==> config.mk <==
export PLATFORM = sky130hd
export DESIGN_NAME = kernel_stream_reader_module
export DESIGN_NICKNAME = d
export VERILOG_FILES = /design/src/rtl/kernel_pkg.sv /design/src/rtl/kernel_address_counter_module.sv /design/src/rtl/kernel_stream_reader_module.sv
export SDC_FILE = /design/constraint.sdc
export NUM_CORES = 1
export LEC_CHECK = 0
export BUFFER_PORTS_ARGS = -buffer_cell sky130_fd_sc_hd__buf_4
export CAP_MARGIN = 25
export CORE_MARGIN = 4
export CORE_UTILIZATION = 40
export DETAILED_ROUTE_END_ITERATION = 8
export GPL_ROUTABILITY_DRIVEN = 0
export HOLD_SLACK_MARGIN = 0.02
export PLACE_DENSITY = 0.68
export SYNTH_ARGS = -nofsm -noshare
export SYNTH_HDL_FRONTEND = slang
export SYNTH_SLANG_ARGS = --single-unit
==> constraint.sdc <==
create_clock -name i_clk -period 1.91 [get_ports i_clk]
set_input_delay 0.382 -clock i_clk [delete_from_list [all_inputs] [get_ports i_clk]]
set_output_delay 0.382 -clock i_clk [all_outputs]
set_load 0.005 [all_outputs]
==> src/rtl/kernel_pkg.sv <==
// ---------------------------------------------------------------------------
// kernel_pkg
// Purpose : shared constants and FSM state type for the kernel stream reader.
// Contents: DEPTH  - kernel memory entries
//           ADDR_W - kernel memory address width
//           LEN_W  - width of the requested kernel length
//           kernel_state_t - reader FSM states
// ---------------------------------------------------------------------------
package kernel_pkg;

  localparam int DEPTH  = 32;
  localparam int ADDR_W = 5;
  localparam int LEN_W  = 6;

  typedef enum logic [1:0] {
    ST_IDLE     = 2'd0,
    ST_PREFETCH = 2'd1,
    ST_STREAM   = 2'd2,
    ST_FINISH   = 2'd3
  } kernel_state_t;

endpackage

==> src/rtl/kernel_address_counter_module.sv <==
// ---------------------------------------------------------------------------
// kernel_address_counter_module
// Purpose : registered read-address counter for the kernel memory.
//           Clear has priority over increment; increment wraps naturally at
//           the top of the address range. o_term flags that the current
//           address equals the terminal index (length - 1).
// Ports   : i_clk, i_rst_n   - clock, async active-low reset
//           i_clear          - load address 0
//           i_inc            - advance address by one
//           i_term_idx       - terminal index for compare
//           o_addr           - registered address
//           o_term           - o_addr == i_term_idx
// ---------------------------------------------------------------------------
module kernel_address_counter_module
  import kernel_pkg::*;
(
  input  logic              i_clk,
  input  logic              i_rst_n,
  input  logic              i_clear,
  input  logic              i_inc,
  input  logic [ADDR_W-1:0] i_term_idx,
  output logic [ADDR_W-1:0] o_addr,
  output logic              o_term
);

  logic [ADDR_W-1:0] r_addr;

  always_ff @(posedge i_clk or negedge i_rst_n) begin
    if (!i_rst_n) begin
      r_addr <= '0;
    end else if (i_clear) begin
      r_addr <= '0;
    end else if (i_inc) begin
      // Rolls over from the top address to 0 by truncation.
      r_addr <= r_addr + ADDR_W'(1);
    end
  end

  assign o_addr = r_addr;
  assign o_term = (r_addr == i_term_idx);

endmodule

==> src/rtl/kernel_stream_reader_module.sv <==
// ---------------------------------------------------------------------------
// kernel_stream_reader_module
// Purpose : streams a kernel of up to DEPTH words out of a memory with a
//           combinational read port onto a valid/ready output stream.
//           A one-cycle prefetch primes the output register; afterwards the
//           read address always runs one word ahead of OUT_DATA so a new
//           word can be loaded on every accepted transfer.
// Config  : KERNEL_READER_ABORT_EN adds i_abort, which returns any active
//           stream to idle on the next edge with no done pulse.
// Ports   : i_clk, i_rst_n   - clock, async active-low reset
//           i_start          - request to stream from address 0
//           i_kernel_len     - words to stream (sampled on accepted start)
//           o_rd_address     - kernel memory read address (registered)
//           i_rd_data        - combinational read data for o_rd_address
//           o_out_data       - streamed word (registered)
//           o_out_valid      - o_out_data valid
//           i_out_ready      - consumer accepts o_out_data
//           o_out_last       - o_out_data is the final word
//           o_busy           - FSM not idle
//           o_done           - one-cycle pulse after the final transfer
//           i_abort          - (KERNEL_READER_ABORT_EN only) cancel stream
//
// state       | meaning
// ------------+-------------------------------------------------------------
// ST_IDLE     | waiting for start with non-zero length
// ST_PREFETCH | address 0 on the read port; load word 0 into output register
// ST_STREAM   | output valid; load next word on each accepted transfer
// ST_FINISH   | final word accepted; pulse done, rewind address
// ---------------------------------------------------------------------------
module kernel_stream_reader_module #(
  parameter int DATA_SIZE = 24,
  parameter int DEPTH     = 32
) (
  input  logic                          i_clk,
  input  logic                          i_rst_n,
  input  logic                          i_start,
  input  logic [kernel_pkg::LEN_W-1:0]  i_kernel_len,
  output logic [kernel_pkg::ADDR_W-1:0] o_rd_address,
  input  logic [DATA_SIZE-1:0]          i_rd_data,
  output logic [DATA_SIZE-1:0]          o_out_data,
  output logic                          o_out_valid,
  input  logic                          i_out_ready,
  output logic                          o_out_last,
  output logic                          o_busy,
`ifdef KERNEL_READER_ABORT_EN
  input  logic                          i_abort,
`endif
  output logic                          o_done
);

  import kernel_pkg::*;

  kernel_state_t     r_state;
  logic [ADDR_W-1:0] r_len_m1;
  logic [DATA_SIZE-1:0] r_out_data;
  logic              r_out_valid;
  logic              r_out_last;

  logic              w_start_ok;
  logic [ADDR_W-1:0] w_len_m1;
  logic              w_xfer;
  logic              w_abort;
  logic              w_cnt_clear;
  logic              w_cnt_inc;
  logic              w_term;
  logic [ADDR_W-1:0] w_rd_addr;

`ifdef KERNEL_READER_ABORT_EN
  assign w_abort = i_abort && (r_state != ST_IDLE);
`else
  assign w_abort = 1'b0;
`endif

  assign w_start_ok = (r_state == ST_IDLE) && i_start && (i_kernel_len != '0);

  // Lengths of DEPTH and above all map to the last address; the stored value
  // is length-1 so it fits the address width and feeds the terminal compare.
  assign w_len_m1 = (i_kernel_len >= LEN_W'(DEPTH)) ? ADDR_W'(DEPTH - 1)
                                                    : i_kernel_len[ADDR_W-1:0] - ADDR_W'(1);

  assign w_xfer = r_out_valid && i_out_ready;

  // Address is already 0 in idle; clearing on accepted start keeps that
  // explicit and also covers the abort path.
  assign w_cnt_clear = w_start_ok || (r_state == ST_FINISH) || w_abort;
  assign w_cnt_inc   = (r_state == ST_PREFETCH) ||
                       ((r_state == ST_STREAM) && w_xfer && !r_out_last);

  kernel_address_counter_module u_addr_cnt (
    .i_clk      (i_clk),
    .i_rst_n    (i_rst_n),
    .i_clear    (w_cnt_clear),
    .i_inc      (w_cnt_inc),
    .i_term_idx (r_len_m1),
    .o_addr     (w_rd_addr),
    .o_term     (w_term)
  );

  // The read address equals the index of the word about to be loaded, so
  // the terminal compare on it decides o_out_last for that word.
  always_ff @(posedge i_clk or negedge i_rst_n) begin
    if (!i_rst_n) begin
      r_state     <= ST_IDLE;
      r_len_m1    <= '0;
      r_out_data  <= '0;
      r_out_valid <= 1'b0;
      r_out_last  <= 1'b0;
    end else if (w_abort) begin
      r_state     <= ST_IDLE;
      r_out_valid <= 1'b0;
      r_out_last  <= 1'b0;
    end else begin
      case (r_state)
        ST_IDLE: begin
          if (w_start_ok) begin
            r_len_m1 <= w_len_m1;
            r_state  <= ST_PREFETCH;
          end
        end
        ST_PREFETCH: begin
          r_out_data  <= i_rd_data;
          r_out_valid <= 1'b1;
          r_out_last  <= w_term;
          r_state     <= ST_STREAM;
        end
        ST_STREAM: begin
          if (w_xfer) begin
            if (r_out_last) begin
              r_out_valid <= 1'b0;
              r_out_last  <= 1'b0;
              r_state     <= ST_FINISH;
            end else begin
              r_out_data <= i_rd_data;
              r_out_last <= w_term;
            end
          end
        end
        ST_FINISH: begin
          r_state <= ST_IDLE;
        end
        default: begin
          r_state <= ST_IDLE;
        end
      endcase
    end
  end

  assign o_rd_address = w_rd_addr;
  assign o_out_data   = r_out_data;
  assign o_out_valid  = r_out_valid;
  assign o_out_last   = r_out_last;
  assign o_busy       = (r_state != ST_IDLE);
  assign o_done       = (r_state == ST_FINISH);

endmodule

==> run metrics, run 1 <==
outcome=finished clean; flops & latches, synth=38; Critical Path Start Type=flop; Post-Synth Adder-Cell Area=0.0540; maximum clock rate=0.563 GHz; I/O pin count=67; Avg Vias per Cell=5.00; Final Skew=4.17 ps; Fill cells=380; post-synthesis compound-gate area fraction=0.0770; Seq/Total Area, Yosys=0.513; Sink Count=38; Sequential cell area=951 sq um; Detailed Route WL=approximately 3800 um; Arr. time, crit path=1940 ps; remaining global-route overflow=0; fin crit period=1770 ps; Mapped Nets=190; Chip Height=between 70 and 80 um; PnR Total Power=approximately 0.0040 W; post-layout util=0.569; vias in the first global route=1,408; die area=0.00579 sq mm; CP peak stage delay=400 ps; CTS Hold Bufs=0; Clk Tree Root Cell=clkbuf_8; # DRC=0; most frequent cells in the layout=buf_4 (69), dfrtp_1 (38), mux2_2 (28), inv_1 (10), ha_1 (8); CTS max path bufs=2; CP max stage cell=a221oi_1; # rows=24; worst hold margin=55.9 ps; largest family of logic cells by synthesized area=multiplexers; Pre-Repair DR Iteration Count=4; Total Nets Final=around 260; top cells by area, synth=dfrtp_1 (51%), mux2_2 (17%), ha_1 (5.4%); yosys warns=0; initial antenna violation count=0; Synth Area per Inst=12.5 sq um; crit path max fanout=4; Cell Pwr Density=approximately 1600 mW/mm^2; multiplexer area fraction after synthesis=0.186; largest net degree at the start of global routing=39; # Post-CTS Setup Buffers=0; post-synthesis simple-gate area fraction=0.109; R2R setup slack=140 ps; post-DP HPWL=2930 um; Worst Hold Class=input port to asynchronous set/reset pin; Tcrit/Tclk final=0.929; starting density of the core=0.420; Layout area overhead=35.6%; top_reg_cell synth=dfrtp_1; Data required, critical path=2070 ps; Final Hold Violating Endpoints=0; cell taking the most area after synthesis=dfrtp_1; IO Port Bufs=66; Synth Cell Area=~0.0019 sq mm; Tot GR Track Use=0.136; Via Count=1,370; RSZ-0062 raised after global routing=false; core box area=between 0.004 and 0.005 sq mm; library cells used by synthesis=31; Lkg Pwr=1.17 nW; post-synth top area share=0.513; Iteration-0 DRC Markers=87; first-pass GRT wire length=6630 um; area of the multi-input gates=approximately 840 sq um; Post-DP Area=~0.0024 sq mm; Worst-Skew Late Latency=280 ps; Slew @ Worst Pin=465 ps; CTS H-tree lvls=2; final instance area=between 0.002 and 0.003 sq mm; Final Max Tran Viols=0; CP Capture Type=flop; critical path, cell by cell=inv_1, ha_1, nor3b_1, a221oi_1, mux2_2; routed len/inst=14.0 um; Final Setup Violations=0; die width=approximately 76 um; clock-pin transition on the worst setup and hold timing paths=approximately 70 ps; critical path class=flop to flop; Sum Neg Setup Slack=0 ps; worst rel slew slack=0.690; post-synthesis xor/xnor area fraction=0.0284; Routed Antenna Nets=0; number of CTS-inserted buffers=5; diode count=0; MaxCap Viol Count=0; number of gates resized after CTS=0; layout cells sized above 1=0.491; commonest non-fill, non-tap cell in the layout=buf_4; Post-synth EDFFs=0; Post-Syn Instances=~150; Max VDD drop=0.000878 V; CTS tree=built; Synth async-reset ratio=1.00
## area by class of cell
type,count,share of cell area
sequential,38,0.378
inverter,10,0.0149
clock inverter,2,0.00398
timing repair buffer,70,0.214
multi-input combinational,97,0.335
clock buffer,5,0.0274
tap,52,0.0259
## per-stage QoR
step,instances,setup WS (ps)
floorplan,148,144
global placement,267,104
detailed placement,267,73.3
CTS,274,115
global route,274,29.0
finish,274,135
## report_power, final
group	total (W)	switching, W	internal [W]
logic	0.00198	0.000777	0.00120
registers	0.00149	0.000279	0.00121
clock network	0.000500	0.000255	0.000245
total	0.00397	0.00131	0.00266
## sequential cells by signal, summed over array words and instances (netlist names)
register,cells
r_state,2
o_out_last,1
o_out_valid,1
r_len_m1,5
o_out_data,24
u_addr_cnt.o_addr,5
## routing by layer
metal  share of wire  GRT usage  vias up
met4          0.0078     0.0367        0
met5               0          0        -
met3           0.046     0.0414        2
met1            0.43      0.172      664
li1                -          -      677
met2            0.51      0.225       27
## logic make-up after synthesis
family                     after synthesis
adders and majority gates                8
buffers and inverters                   13
and+or+nand+nor                         34
muxes                                   31
DFF                                     38
AOI/OAI and AO/OA                       18
xor gates and xnor gates                 6
## final timing paths
check / cells after the start / startpoint / end
max: 5 / r_state[0]$_DFFE_PN0P_ / r_state[1]$_DFFE_PN0P_
min: 1 / i_rst_n / o_out_data[11]$_DFFE_PN0P_
max reg2reg: 5 / r_state[0]$_DFFE_PN0P_ / r_state[1]$_DFFE_PN0P_
min reg2reg: 1 / o_out_data[2]$_DFFE_PN0P_ / o_out_data[2]$_DFFE_PN0P_
max in group asynchronous: 1 / i_rst_n / u_addr_cnt.o_addr[1]$_DFFE_PN0P_
min in group i_clk: 2 / i_rd_data[6] / o_out_data[6]$_DFFE_PN0P_
## worst max-delay path: cells and delay by family (launching register included)
family | cells | cell delay [ps]
AOI/OAI and AO/OA | 1 | 400
adders and majority gates | 1 | 240
buffers and inverters | 1 | 90
DFF | 1 | 390
muxes | 1 | 380
and+or+nand+nor | 1 | 160
## cell usage after synthesis (2+ instances only)
library cell  instances
mux2i_1               3
nor4_1                2
inv_1                10
a311oi_1              2
nor2_1                4
nand3_1               7
xor2_1                6
nor2b_1               2
a211o_1               2
a21oi_1               2
dfrtp_1              38
nand2_1               7
nor3b_1               3
nand2b_1              3
mux2_2               28
ha_1                  8
o21ai_0               4
nor3_1                2
buf_4                 3
No activity file was read; power rests on OpenSTA's default activity.
==> run 2: changes to the inputs <==
--- a/config.mk
+++ b/config.mk
@@ -7,12 +7,12 @@
 export LEC_CHECK = 0
 export BUFFER_PORTS_ARGS = -buffer_cell sky130_fd_sc_hd__buf_4
 export CAP_MARGIN = 25
-export CORE_MARGIN = 4
+export CORE_MARGIN = 5
 export CORE_UTILIZATION = 40
 export DETAILED_ROUTE_END_ITERATION = 8
 export GPL_ROUTABILITY_DRIVEN = 0
 export HOLD_SLACK_MARGIN = 0.02
-export PLACE_DENSITY = 0.68
+export PLACE_DENSITY = 0.7
 export SYNTH_ARGS = -nofsm -noshare
 export SYNTH_HDL_FRONTEND = slang
 export SYNTH_SLANG_ARGS = --single-unit
==> constraint.sdc (replaced) <==
create_clock -name i_clk -period 1.6 [get_ports i_clk]
set_input_delay 0.32 -clock i_clk [delete_from_list [all_inputs] [get_ports i_clk]]
set_output_delay 0.32 -clock i_clk [all_outputs]
set_load 0.005 [all_outputs]
==> run 2 against run 1 <==
The run now ends with setup timing left. Clock power is 66% higher. Worst hold slack better by 200 ps. Largest power group unchanged. Sequential power grew 21%. Sequential share of layout area fell by 3.7 points. Maximum frequency grew 9.1%. Clock skew increased by 2.9 ps. Total power is 40% higher. First-iteration DRC count is 18% lower. Non-clock buffer count rose by 16. Critical path type unchanged. Largest cell class is now multi-input combinational cells. Via count up 7.2%. Critical endpoint unchanged. Critical path depth unchanged. Combinational power grew 47%.
==> run metrics, run 2 (synthesis results as in run 1) <==
outcome=complete, but fails checks; failing checks=setup timing; most frequent cells in the layout=buf_4 (84), dfrtp_1 (37), mux2_2 (24), inv_1 (8), nand3_1 (7); Sum Neg Setup Slack=-147 ps; Max VDD drop=0.000999 V; CP max stage cell=dfrtp_1; core box area=0.00441 sq mm; vias in the first global route=1,457; final instance area=around 0.0028 sq mm; Largest register FFs=24; Iteration-0 DRC Markers=71; GRT Max-Usage Layer=met2; Final Skew=7.03 ps; Cell Pwr Density=a little under 2000 mW/mm^2; initial antenna violation count=0; post-DP HPWL=3260 um; Clk Tree Root Cell=clkbuf_8; I/O pin count=67; CTS H-tree lvls=2; Post-DP Area=about 0.0025 sq mm; GR Util met3=0.0446; die width=just under 80 um; Chip Height=roughly 78 um; Lkg Pwr=1.29 nW; CP top delay family=flip-flops; CP Capture Type=flop; worst rel slew slack=0.677; crit path max fanout=4; clock-pin transition on the worst setup and hold timing paths=70 ps; Detailed Route WL=around 4500 um; crit path buf inv count=1; RSZ-0062 raised after global routing=true; diode count=0; number of CTS-inserted buffers=5; Critical Path Start Type=flop; GRT met2 Usage=0.252; critical path, cell by cell=inv_2, ha_2, nor3b_2, a221oi_2, mux2_4; CTS tree=built; Worst-Skew Late Latency=290 ps; # rows=24; Slew @ Worst Pin=roughly 480 ps; IO Port Bufs=66; PnR Total Power=0.00554 W; Final Max Tran Viols=0; post-layout util=0.631; layout cells sized above 1=0.584; maximum clock rate=0.615 GHz; Via Count=1,469; Data required, critical path=1770 ps; Fill cells=360; CTS max path bufs=2; Arr. time, crit path=1800 ps; Avg Vias per Cell=~5.1; reg2reg path depth=5; Layout area overhead=50.3%; worst hold margin=252 ps; Worst Hold Class=input port to flop; first-pass GRT wire length=7230 um; Tot GR Track Use=0.150; GR Layer Usage met1=0.181; MaxCap Viol Count=0; hold path depth=2; fin crit period=1630 ps; critical path class=flop to flop; critical path depth=5; Total Nets Final=280; largest net degree at the start of global routing=39; Tcrit/Tclk final=1.02; routed len/inst=15.7 um; # DRC=0; Sink Count=38; Pre-Repair DR Iteration Count=4; final setup margin=-26.3 ps; commonest non-fill, non-tap cell in the layout=buf_4; Routed Antenna Nets=0; CP peak stage delay=420 ps; starting density of the core=0.420; remaining global-route overflow=0; die area=0.00609 sq mm; Final Hold Violating Endpoints=0; Final Setup Violations=16
-- run 2: cell type report --
class,count,area (sq um),share of cell area
multi-input combinational,97,955,0.343
sequential,38,952,0.342
timing repair buffer,86,661,0.237
clock buffer,6,82.6,0.0296
tap,52,65.1,0.0234
inverter,10,40.0,0.0144
clock inverter,1,30.0,0.0108
-- run 2: where the power goes --
group | switching, W | internal [W] | total, W
Clock | 0.000331 | 0.000499 | 0.000829
Combinational | 0.00112 | 0.00179 | 0.00291
Sequential | 0.000356 | 0.00145 | 0.00180
-- run 2: worst register-to-register path, cell delays in order, from the launching register on --
cell	delay [ps]
dfrtp_1	420
inv_2	80
ha_2	200
nor3b_2	170
a221oi_2	320
mux2_4	330
-- run 2: per-layer routing --
metal  part of all wire  wire length [um]  up-vias
li1                   -                 -      707
met1               0.40              1810      728
met2               0.55              2480       28
met3              0.044               201        6
met4              0.011                52        0
met5                  0                 0        -
-- run 2: metrics by stage --
stage	cells	setup WS, ps
floorplan	148	-20.7
global placement	278	-106
detailed placement	278	-134
CTS	287	-61.1
global route	290	-73.8
finish	290	-26.3
-- run 2: timing repair --
| action | 4_1_cts | 5_1_grt |
|---|---|---|
| resized for setup | 5 | 15 |
| endpoints found under the setup margin | 36 | 36 |
| hold buffers | 1 | 0 |
| pin swaps | 1 | 4 |
| setup buffers | 1 | 3 |
| endpoints found under the hold margin | 38 | 0 |
-- run 2: path summary, 6_finish.rpt --
| path | from | end | slack, ps |
|---|---|---|---|
| setup / recovery | r_state[1]$_DFFE_PN0P_ | r_state[1]$_DFFE_PN0P_ | -30 |
| hold / removal | i_rd_data[12] | o_out_data[12]$_DFFE_PN0P_ | 250 |
| setup reg to reg | r_state[1]$_DFFE_PN0P_ | r_state[1]$_DFFE_PN0P_ | -30 |
| hold reg to reg | o_out_data[1]$_DFFE_PN0P_ | o_out_data[1]$_DFFE_PN0P_ | 510 |
| max in group asynchronous | i_rst_n | r_state[0]$_DFFE_PN0P_ | 700 |
| min in group asynchronous | i_rst_n | o_out_data[17]$_DFFE_PN0P_ | 530 |
==> run 3: changes to the inputs <==
--- a/config.mk
+++ b/config.mk
@@ -5,6 +5,7 @@
 export SDC_FILE = /design/constraint.sdc
 export NUM_CORES = 1
 export LEC_CHECK = 0
+export ABC_AREA = 1
 export BUFFER_PORTS_ARGS = -buffer_cell sky130_fd_sc_hd__buf_4
 export CAP_MARGIN = 25
 export CORE_MARGIN = 5
==> run 3 against run 2 <==
The run now ends clean. Maximum frequency increased by 6.8%. Combinational power decreased by 19%. Non-clock buffer count decreased by 15.
==> run metrics, run 3 <==
commonest non-fill, non-tap cell in the layout=nand2_1; cell taking the most area after synthesis=dfrtp_1; maximum clock rate=0.657 GHz; Iteration-0 DRC Markers=between 80 and 90; routed len/inst=between 10 and 15 um; Seq/Total Area, Yosys=0.489; Arr. time, crit path=1750 ps; largest net degree at the start of global routing=39; Synth Area per Inst=8.03 sq um; Place WS=108 ps; Avg Vias per Cell=4.70; post-DP HPWL=3510 um; CTS max path bufs=2; initial antenna violation count=0; clock-pin transition on the worst setup and hold timing paths=about 70 ps; Post-Syn Instances=242; Chip Height=79.7 um; vias in the first global route=1,786; flops & latches, synth=38; Detailed Route WL=4760 um; Final Setup Violations=0; # rows=25; outcome=finished clean; CTS H-tree lvls=2; Critical path origin=r_state[0]$_DFFE_PN0P_; die area=0.00635 sq mm; Largest register FFs=24; worst rel slew slack=0.681; top_reg_cell synth=dfrtp_1; CTS tree=built; CP peak stage delay=400 ps; list of most frequent post-synthesis cells=nand2_1 (87), dfrtp_1 (38), nand3_1 (34); # DRC=0; Layout area overhead=36.9%; MaxCap Viol Count=0; first-pass GRT wire length=8000 um; Total Nets Final=355; Tot GR Track Use=0.159; R2R setup slack=80 ps; Synth async-reset ratio=1.00; die width=79.7 um; starting density of the core=0.411; Lkg Pwr=approximately 1.5 nW; diode count=0; Via Count=1,790; post-synth top area share=0.489; Worst-Skew Late Latency=290 ps; Worst R2R Start=r_state[0]$_DFFE_PN0P_; CP max stage cell=dfrtp_1; Final Hold Violating Endpoints=0; crit path buf inv count=2; final setup margin=a little under 80 ps; Slew @ Worst Pin=479 ps; top cells by area, synth=dfrtp_1 (49%), nand2_1 (17%), nand3_1 (8.8%); Worst Hold Class=input port to flop; Sink Count=38; CP top delay family=simple AND/OR/NAND/NOR gates; Critical Path Start Type=flop; CP Capture Type=flop; capture point of the worst path=o_out_data[1]$_DFFE_PN0P_; IO Port Bufs=66; Worst R2R End=o_out_data[1]$_DFFE_PN0P_; critical path, cell by cell=inv_1, ha_1, inv_2, nor2_4, nand2_4, nand2_4, nand2_1, nand2_1; Cell Pwr Density=1910 mW/mm^2; core box area=0.00472 sq mm; most frequent cells in the layout=nand2_1 (87), buf_4 (69), dfrtp_1 (38), nand3_1 (34), inv_1 (23); library cells used by synthesis=21; Final Max Tran Viols=0; critical path class=flop to flop; layout cells sized above 1=0.283; I/O pin count=67; PnR Total Power=0.00508 W; critical path depth=8; yosys warns=0; number of CTS-inserted buffers=5; fin crit period=1520 ps; Pre-Repair DR Iteration Count=4; count leader, synth=nand2_1; Routed Antenna Nets=0; Tcrit/Tclk final=0.952; Final Skew=5.09 ps; Max VDD drop=between 0.001 and 0.0015 V; Mapped Nets=284; Synth Cell Area=0.00194 sq mm; remaining global-route overflow=0; Post-synth EDFFs=0; Data required, critical path=1830 ps; crit path max fanout=24; reg2reg path depth=8; Clk Tree Root Cell=clkbuf_8
run 3: cell types whose count changed after synthesis, sizes merged, moves of 7 or more:
| cell | previous run | this run |
|---|---|---|
| nand4 | 0 | 7 |
| o21ai | 4 | 11 |
| mux2 | 28 | 0 |
| nor2 | 4 | 13 |
| inv | 10 | 25 |
| nand2 | 7 | 92 |
| nand3 | 7 | 34 |
run 3: area by class of cell:
type | instances | area, sq um
repair buffers | 71 | 539
multi-input cells | 172 | 850
clock buffers | 6 | 82.6
flip-flops and latches | 38 | 951
well taps | 67 | 83.8
inverters | 25 | 93.8
fillers | 468 | 2060
clock inverters | 2 | 60.1
run 3: worst min-delay path by stage:
| stage | from | slack [ps] | endpoint | depth (start not counted) |
|---|---|---|---|---|
| after floorplan | i_rst_n | 20 | o_out_data[0]$_DFFE_PN0P_ | 0 |
| after global placement | i_rst_n | 320 | o_out_data[3]$_DFFE_PN0P_ | 1 |
| after detailed placement | i_rst_n | 320 | o_out_data[3]$_DFFE_PN0P_ | 1 |
| after CTS | i_rd_data[17] | 210 | o_out_data[17]$_DFFE_PN0P_ | 3 |
| after global routing | i_rd_data[8] | 210 | o_out_data[8]$_DFFE_PN0P_ | 3 |
| final | i_rd_data[23] | 210 | o_out_data[23]$_DFFE_PN0P_ | 3 |
run 3: metal layers:
metal  vias up  track usage  part of all wire
met3         8       0.0451             0.050
met4         0       0.0464             0.017
met2        41        0.263              0.50
li1        909            -                 -
met1       832        0.202              0.43
met5         -            0                 0
run 3: timing repair:
action	4_1_cts	5_1_grt
endpoints found under the setup margin	0	24
resized for setup	0	3
setup buffers	0	1
hold endpoints to repair	38	0
hold buffers	1	0
run 3: power breakdown:
group | switching [W] | internal (W)
combinational | 0.00127 | 0.00109
clock | 0.000335 | 0.000665
sequential | 0.000310 | 0.00142
run 3: tightest hold or removal path, stage by stage:
cell and delay (ps):
buf_4 70, nand2_1 40, nand2_1 40
run 3: through the flow:
stage               std cells   util  hold WS, ps  area (sq um)  setup TNS, ps
global route              381  0.563          207          2660          -47.5
global placement          371  0.528          317          2490              0
detailed placement        371  0.528          317          2490              0
CTS                       380  0.560          212          2650              0
floorplan                 242      -         24.4          1940              0
finish                    381  0.563          214          2660              0
run 3: logic make-up (layout without fill, tap and decap cells):
logic type	count (synthesis)	after routing	synth area share
AOI/OAI and AO/OA	15	15	0.0406
adders and majority gates	8	8	0.0515
and+or+nand+nor	148	148	0.339
buffers and inverters	32	104	0.0747
DFF	38	38	0.489
xor gates and xnor gates	1	1	0.00451
